## src/rtl/stopwatch_pkg.sv

```systemverilog
// rtl/stopwatch_pkg.sv - shared state encoding and BCD digit limits for the stopwatch counter
package stopwatch_pkg;

    typedef enum logic [1:0] {
        IDLE    = 2'd0,
        RUNNING = 2'd1,
        PAUSED  = 2'd2
    } sw_state_e;

    localparam logic [3:0] SEC_ONES_MAX = 4'd9;
    localparam logic [3:0] SEC_TENS_MAX = 4'd5;
    localparam logic [3:0] MIN_ONES_MAX = 4'd9;
    localparam logic [3:0] MIN_TENS_MAX = 4'd5;

endpackage

```

## src/rtl/stopwatch_counter_if.sv

```systemverilog
// rtl/stopwatch_counter_if.sv - control inputs and MM:SS display outputs of the stopwatch counter
interface stopwatch_counter_if;

    logic       tick_in;
    logic       start_stop;
    logic       clear;
    logic       running;
    logic [3:0] digit0;
    logic [3:0] digit1;
    logic [3:0] digit2;
    logic [3:0] digit3;
    logic       wrapped;

    modport master (
        output tick_in, start_stop, clear,
        input  running, digit0, digit1, digit2, digit3, wrapped
    );

    modport slave (
        input  tick_in, start_stop, clear,
        output running, digit0, digit1, digit2, digit3, wrapped
    );

endinterface

```

## src/rtl/bcd_digit.sv

```systemverilog
// rtl/bcd_digit.sv - one BCD counter digit that rolls over at MAX and reports its carry
module bcd_digit
    import stopwatch_pkg::*;
#(
    parameter logic [3:0] MAX = SEC_ONES_MAX
) (
    input  logic       clock_in,
    input  logic       reset,
    input  logic       clr,
    input  logic       inc,
    output logic [3:0] value,
    output logic       carry
);

    logic [3:0] value_q;
    logic [3:0] value_d;

    // Any value at or above MAX rolls to zero, so the digit can never leave its legal range.
    always_comb begin
        value_d = value_q;
        if (clr) begin
            value_d = 4'd0;
        end else if (inc) begin
            value_d = (value_q >= MAX) ? 4'd0 : value_q + 4'd1;
        end
    end

    always_ff @(posedge clock_in) begin
        if (reset) begin
            value_q <= 4'd0;
        end else begin
            value_q <= value_d;
        end
    end

    assign value = value_q;
    assign carry = inc & (value_q == MAX);

endmodule

```

## src/rtl/stopwatch_counter.sv

```systemverilog
// rtl/stopwatch_counter.sv - tick edge detect, run/pause FSM, prescaler and MM:SS BCD count
module stopwatch_counter
    import stopwatch_pkg::*;
#(
    parameter int TICKS_PER_COUNT = 2
) (
    input logic                clock_in,
    input logic                reset,
    stopwatch_counter_if.slave sw
);

    localparam logic [7:0] PRE_LAST = 8'(TICKS_PER_COUNT - 1);

    sw_state_e  state_q, state_d;
    logic       tick_q, tick_d;
    logic [7:0] pre_q, pre_d;
    logic       wrapped_q, wrapped_d;
    logic       rise;
    logic       count_en;
    logic       inc0;
    logic       carry0, carry1, carry2, carry3;

    assign tick_d   = sw.tick_in;
    assign rise     = sw.tick_in & ~tick_q;
    // Gating uses the pre-update state, so a rise alongside start_stop counts only if already running.
    assign count_en = (state_q == RUNNING) & rise;
    assign inc0     = count_en & (pre_q == PRE_LAST);

    always_comb begin
        state_d = state_q;
        if (sw.clear) begin
            state_d = IDLE;
        end else if (sw.start_stop) begin
            case (state_q)
                IDLE:    state_d = RUNNING;
                RUNNING: state_d = PAUSED;
                PAUSED:  state_d = RUNNING;
                default: state_d = IDLE;
            endcase
        end
    end

    always_comb begin
        pre_d = pre_q;
        if (sw.clear) begin
            pre_d = 8'd0;
        end else if (count_en) begin
            pre_d = (pre_q == PRE_LAST) ? 8'd0 : pre_q + 8'd1;
        end
    end

    always_comb begin
        wrapped_d = wrapped_q;
        if (sw.clear) begin
            wrapped_d = 1'b0;
        end else if (carry3) begin
            wrapped_d = 1'b1;
        end
    end

    // tick_q keeps following tick_in through reset so a level held high across reset is not an edge.
    always_ff @(posedge clock_in) begin
        tick_q <= tick_d;
        if (reset) begin
            state_q   <= IDLE;
            pre_q     <= 8'd0;
            wrapped_q <= 1'b0;
        end else begin
            state_q   <= state_d;
            pre_q     <= pre_d;
            wrapped_q <= wrapped_d;
        end
    end

    bcd_digit #(.MAX(SEC_ONES_MAX)) u_sec_ones (
        .clock_in (clock_in),
        .reset    (reset),
        .clr      (sw.clear),
        .inc      (inc0),
        .value    (sw.digit0),
        .carry    (carry0)
    );

    bcd_digit #(.MAX(SEC_TENS_MAX)) u_sec_tens (
        .clock_in (clock_in),
        .reset    (reset),
        .clr      (sw.clear),
        .inc      (carry0),
        .value    (sw.digit1),
        .carry    (carry1)
    );

    bcd_digit #(.MAX(MIN_ONES_MAX)) u_min_ones (
        .clock_in (clock_in),
        .reset    (reset),
        .clr      (sw.clear),
        .inc      (carry1),
        .value    (sw.digit2),
        .carry    (carry2)
    );

    bcd_digit #(.MAX(MIN_TENS_MAX)) u_min_tens (
        .clock_in (clock_in),
        .reset    (reset),
        .clr      (sw.clear),
        .inc      (carry2),
        .value    (sw.digit3),
        .carry    (carry3)
    );

    assign sw.running = (state_q == RUNNING);
    assign sw.wrapped = wrapped_q;

endmodule
```

## src/flat_wrapper.sv

```systemverilog
// flat-port wrapper written by rule: the top's interface ports become plain ports
module stopwatch_counter_flat import stopwatch_pkg::*;
#(
    parameter int TICKS_PER_COUNT = 2
)
  (clock_in, reset, sw_tick_in, sw_start_stop, sw_clear, sw_running, sw_digit0, sw_digit1, sw_digit2, sw_digit3, sw_wrapped);
  stopwatch_counter_if sw_i ();
  input logic clock_in;
  input logic reset;
  input wire logic [$bits(sw_i.tick_in)-1:0] sw_tick_in;
  input wire logic [$bits(sw_i.start_stop)-1:0] sw_start_stop;
  input wire logic [$bits(sw_i.clear)-1:0] sw_clear;
  output wire logic [$bits(sw_i.running)-1:0] sw_running;
  output wire logic [$bits(sw_i.digit0)-1:0] sw_digit0;
  output wire logic [$bits(sw_i.digit1)-1:0] sw_digit1;
  output wire logic [$bits(sw_i.digit2)-1:0] sw_digit2;
  output wire logic [$bits(sw_i.digit3)-1:0] sw_digit3;
  output wire logic [$bits(sw_i.wrapped)-1:0] sw_wrapped;
  assign sw_i.tick_in = sw_tick_in;
  assign sw_i.start_stop = sw_start_stop;
  assign sw_i.clear = sw_clear;
  assign sw_running = sw_i.running;
  assign sw_digit0 = sw_i.digit0;
  assign sw_digit1 = sw_i.digit1;
  assign sw_digit2 = sw_i.digit2;
  assign sw_digit3 = sw_i.digit3;
  assign sw_wrapped = sw_i.wrapped;
  stopwatch_counter #(.TICKS_PER_COUNT(TICKS_PER_COUNT)) u_core (.clock_in(clock_in), .reset(reset), .sw(sw_i));
endmodule
```

## config.mk

```make
export PLATFORM = sky130hd
export DESIGN_NAME = stopwatch_counter_flat
export DESIGN_NICKNAME = d
export VERILOG_FILES = /design/src/rtl/stopwatch_pkg.sv /design/src/rtl/stopwatch_counter_if.sv /design/src/rtl/bcd_digit.sv /design/src/rtl/stopwatch_counter.sv /design/src/flat_wrapper.sv
export SDC_FILE = /design/constraint.sdc
export NUM_CORES = 1
export LEC_CHECK = 0
export CAP_MARGIN = 20
export CORE_ASPECT_RATIO = 1.4
export CORE_MARGIN = 2
export CORE_UTILIZATION = 57
export DETAILED_ROUTE_END_ITERATION = 10
export PLACE_DENSITY = 0.84
export SLEW_MARGIN = 20
export SYNTH_ARGS = -nofsm -noshare
export SYNTH_HDL_FRONTEND = slang
export SYNTH_SLANG_ARGS = --single-unit
```

## constraint.sdc

```tcl
create_clock -name clock_in -period 2.92 [get_ports clock_in]
set_input_delay 0.584 -clock clock_in [delete_from_list [all_inputs] [get_ports clock_in]]
set_output_delay 0.584 -clock clock_in [all_outputs]
set_load 0.02 [all_outputs]
```

==> results of run 1 <==
[state kept, by name (all words and copies together), names as in the netlist]
signal and cells:
u_core.pre_q 8, u_core.u_sec_ones.value 4, u_core.u_min_tens.value 4, u_core.state_q 2
u_core.sw.wrapped 1, u_core.u_min_ones.value 4, u_core.u_sec_tens.value 4, u_core.tick_q 1
[per-layer routing]
layer  share of wire, %  routed length, microns  global-route usage, %
met5                  0                       0                      0
met4                2.3                      73                   11.8
met3                2.4                      74                   2.51
met2                 53                    1660                   40.4
met1                 42                    1320                   24.8
[critical path, cell delays in order]
cell and delay [ns]:
clkdlybuf4s50_1 0.46, and4bb_2 0.41, and4_1 0.50, a41oi_1 0.17
nor3_1 0.21
[per-stage QoR]
step,hold slack [ns],total power [mW]
3_3_place_gp,0.451,0.417
6_report,0.490,0.597
2_1_floorplan,0.476,0.407
5_1_grt,0.529,0.623
3_5_place_dp,0.462,0.418
4_1_cts,0.496,0.605
[placed cells by master (no fill, tap or decap), drive strengths merged, types with 6 or more instances in the layout]
cell / Yosys / routed
dfxtp: 28 / 28
xor2: 6 / 6
nand3: 10 / 10
nor3: 6 / 6
nor2: 13 / 13
ha: 14 / 14
o21ai: 14 / 14
a21oi: 13 / 13
nand4: 8 / 8
inv: 11 / 11
clkdlybuf4s50: 0 / 22
nand2: 11 / 11
[logic make-up (layout without fill, tap and decap cells)]
family,count (synthesis),in the layout,synth area share [%]
muxes,1,1,0.669
adders and majority gates,14,14,11.7
xor gates and xnor gates,8,8,4.69
DFF,28,28,37.5
AOI/OAI and AO/OA,38,38,14.6
buffers and inverters,16,38,4.10
and+or+nand+nor,68,68,26.7
[worst paths after layout]
kind,from,end,depth (start not counted)
worst min register to register,u_core.sw.wrapped$_SDFFE_PP0P_,u_core.sw.wrapped$_SDFFE_PP0P_,1
worst min-delay path,u_core.sw.wrapped$_SDFFE_PP0P_,u_core.sw.wrapped$_SDFFE_PP0P_,1
worst max register to register,u_core.pre_q[0]$_SDFFE_PP0N_,u_core.u_min_ones.value[2]$_SDFFE_PP0N_,5
worst max-delay path,sw_tick_in,u_core.u_min_ones.value[2]$_SDFFE_PP0N_,5
[power breakdown]
part / switching (mW) / leakage, nW / internal [mW]
Clock: 0.111 / 0.0210 / 0.0763
Combinational: 0.0133 / 0.377 / 0.0108
Sequential: 0.00115 / 0.226 / 0.384
Total: 0.126 / 0.624 / 0.471
[area by class of cell]
class	instances	area (sq um)
clock buffers	4	36.3
multi-input cells	129	873
flip-flops and latches	28	561
inverters	11	41.3
fillers	199	776
repair buffers	23	228
well taps	36	45.0
==> flow_summary.ini, run 1 <==
[clock_tree]
numCtsBuffers = 3
clk_path_buf_depth = 2
htree_levels = 1
root_buffer = clkbuf_4
clk_pin_slew_ns = 0.15
post_cts_buffers = 0
cts_resized = 0
clock-sinks = 28
cts_tree = yes
cts-hold-fix-buffers = 0
clk-insertion-delay-late_ns = 0.33

[detailed_routing]
vias = 1314
ant_nets = 0
viasPerCell = 5.69
firstDrtPassIters = 4
drc = 0
avgRoutedWirePerCell_microns = 13.5
drt_iter0_drc = 43
drt-total-wl_mm = 3.13

[setup_path]
critical_path_arrival_ns = 2.35
criticalPathCategory = input pin to flop
r2r_slack_ns = 1.00
worstSetupStartpointType = input pin
end_kind = flop
cp.required_ns = 3.17
cp_max_fo = 14

[yosys]
synth_commonest_cells = dfxtp_1, ha_1, o21ai_0
syn_nets = 192
syn_area_per_cell_sq_um = 8.64
synthFlopType = dfxtp_1
yosys-top-cells-area = dfxtp_1, ha_1, o21ai_0
synth_top_area_share_pct = 37.5
yosys_warnings = 0
synth_top_cell_by_area = dfxtp_1
syn_inst = 173
ys_seq_elements = 28
synth_cell_types = 37
yosysSeqAreaShare_pct = 37.5
syn_area_sq_um = 1500
synth_most_common_cell = dfxtp_1
synthArstFlopShare_pct = 0
synth_edf_count = 0

[final_layout]
finish.utilization_pct = 69.7
area_growth_syn_to_layout_pct = 19.3
drive_above_1_share_pct = 6.15
nets = 215
final_cell_area_sq_um = 1780
final_cells = 231
n_antenna_cell = 0

[pwr]
p_leak_nw = 0.624
irDropWorstVdd_mv = 0.332
power_density_nw_per_um2 = 335

[job]
cap_violations = 0

[grt]
grt_pass1_wl_mm = 5.20
antenna_found_initial = 0
track_usage_pct = 22.9
grt_max_degree = 17
overflow = 0
grt_pass1_vias = 1270

[place]
dpl_worst_slack_ns = 0.532
gp_congestion = 0.852
hpwl_mm = 2.34
io_buffers = 22
place_inst = 227
placed_area_sq_um = 1750

[floorplanning]
die_y_microns = 64.6
start_util_pct = 58.4
fp-row-count = 22
die_x_microns = 47.3
die_area_sq_um = 3050
io_pins = 23
core_sq_um = 2560

[timing]
fmax_mhz = 477
hold_viol = 0
timing.final.crit_share_pct = 71.8
layout_setup_ws_ns = 0.823
fin_crit_ns = 2.10
clock_skew_ns = 0.00616
slew_violations = 0
final.setup.tns_ns = 0
grt_setup_unrepaired = no
slew_headroom_pct = 73.0
tightest_slew_ns = 0.402
finalSetupViolCount = 0

[run_status]
status = finished, final reports clean

[worst_hold_path]
hold_class = flop to flop
(Power assumes the default switching activity.)
==> run 2, diff against run 1 <==
CORE_UTILIZATION = 53   (was 57)
PLACE_DENSITY = 0.79   (was 0.84)
clock period = 2.15 ns   (was 2.92 ns; I/O delays follow)
==> flow_summary.ini, run 2 (synthesized netlist as in run 1, its figures left out) <==
[setup_path]
path_buf_inv = 1
cp_slowest_stage_delay_ns = 0.63
cp.required_ns = 1.72
critical_path_arrival_ns = 1.53
cp_cell_sequence = nor2b_1, clkdlybuf4s50_1
worstSetupStartpointType = flop
criticalPathCategory = flop to output port
path_delay_family = buffers and inverters
end_kind = output port
r2r_cells = 6
worst-path-stages = 2
cp_max_fo = 3
cp_slowest_cell = clkdlybuf4s50_1

[pwr]
fin_total_pwr_mw = 0.766
power_switching_mw = 0.163
irDropWorstVdd_mv = 0.412
p_leak_nw = 0.632
comb_power_share_pct = 4.6
clkPwrFrac_pct = 27.1
power_frac_seq_pct = 68.3
swShare_pct = 21.2
power_density_nw_per_um2 = 427
p_int_mw = 0.603

[floorplanning]
core_sq_um = 2640
start_util_pct = 56.6
die_y_microns = 66.8
die_area_sq_um = 3270
die_x_microns = 48.9
fp-row-count = 22
io_pins = 23

[final_layout]
layout_commonest_cell = dfxtp_1
n_antenna_cell = 0
nets = 218
drive_above_1_share_pct = 7.11
multi_input_area_sq_um = 873
final_cell_mix = dfxtp_1, clkdlybuf4s50_1, o21ai_0, ha_1
regArea_sq_um = 561
largest_reg_flops = 8
n_fill_cell = 237
area_growth_syn_to_layout_pct = 19.9
regMostFlops = u_core.pre_q
finish.utilization_pct = 67.9

[timing]
timing.final.crit_share_pct = 91.0
fin_crit_ns = 1.96
fmax_mhz = 511
fin_hold_ws_ns = 0.486
hold_viol = 0
tightest_slew_ns = 0.410
slew_violations = 0
final.setup.tns_ns = 0
finalSetupViolCount = 0
clock_skew_ns = 0.0115
slew_headroom_pct = 72.5
grt_setup_unrepaired = no

[grt]
overflow = 0
grt_pass1_vias = 1305
track_usage_pct = 21.4
grt_pass1_wl_mm = 5.50
grt_max_degree = 15
antenna_found_initial = 0

[detailed_routing]
drt_iter0_drc = 40
drt-total-wl_mm = 3.25
ant_nets = 0
avgRoutedWirePerCell_microns = 13.9
firstDrtPassIters = 4
vias = 1353
drc = 0
viasPerCell = 5.81

[place]
gp_congestion = 0.869
io_buffers = 22
hpwl_mm = 2.59

[clock_tree]
htree_levels = 1
root_buffer = clkbuf_4
cts_tree = yes
post_cts_buffers = 0
cts_resized = 0
numCtsBuffers = 3
clk_pin_slew_ns = 0.15
clk-insertion-delay-late_ns = 0.32
clk_path_buf_depth = 2
cts-hold-fix-buffers = 0
clock-sinks = 28

[worst_hold_path]
holdPathStages = 1
hold_class = flop to flop

[run_status]
status = finished, final reports clean

[job]
cap_violations = 0
==> run 2: cell types whose count changed in the layout (fill, tap and decap cells not counted), sizes merged <==
cell    delta
buf        +3
clkbuf     -1
==> run 2: layout make-up <==
type / count / share of cell area [%]
multi-input combinational: 129 / 48.7
timing repair buffer: 26 / 14.0
tap: 36 / 2.51
sequential: 28 / 31.3
inverter: 11 / 2.30
clock buffer: 3 / 1.26
==> run 2: path summary, 6_finish.rpt <==
kind                                                               from                                       to  slack [ns]
worst max-delay path                     u_core.state_q[0]$_SDFFE_PP0P_                               sw_running        0.19
worst min-delay path                     u_core.sw.wrapped$_SDFFE_PP0P_           u_core.sw.wrapped$_SDFFE_PP0P_        0.49
worst max register to register  u_core.u_sec_ones.value[1]$_SDFFE_PP0N_  u_core.u_sec_ones.value[3]$_SDFFE_PP0N_        0.27
worst min register to register           u_core.sw.wrapped$_SDFFE_PP0P_           u_core.sw.wrapped$_SDFFE_PP0P_        0.49
==> run 2: worst register-to-register path: stages, from the launching register on <==
cell and delay [ns]:
dfxtp_1 0.39, inv_1 0.09, ha_1 0.19, or3b_2 0.46
a21oi_1 0.38, nand2_1 0.12, o21ai_0 0.18
==> run 2: routing by layer <==
metal / vias to the layer above / wire (microns) / GRT usage, %
li1: 669 / - / -
met2: 35 / 1810 / 44.2
met5: - / 0 / 0
met1: 643 / 1280 / 20.8
met3: 6 / 92 / 2.24
met4: 0 / 61 / 10.0
==> run 2: metrics by stage <==
| step | instances | cell area (sq um) | setup WS [ns] |
|---|---|---|---|
| after global placement | 230 | 1770 | 0.140 |
| after floorplan | 173 | 1500 | 0.388 |
| final | 233 | 1790 | 0.194 |
| after global routing | 233 | 1790 | 0.0988 |
| after detailed placement | 230 | 1770 | 0.102 |
| after CTS | 233 | 1790 | 0.181 |
==> run 2: power by group through the flow <==
| stage | registers, mW | clock network, mW | logic [mW] |
|---|---|---|---|
| 2_1_floorplan | 0.534 | 0 | 0.0190 |
| 3_3_place_gp | 0.534 | 0 | 0.0340 |
| 3_5_place_dp | 0.535 | 0 | 0.0354 |
| 4_1_cts | 0.523 | 0.213 | 0.0355 |
| 5_1_grt | 0.524 | 0.243 | 0.0383 |
| 6_report | 0.523 | 0.208 | 0.0355 |
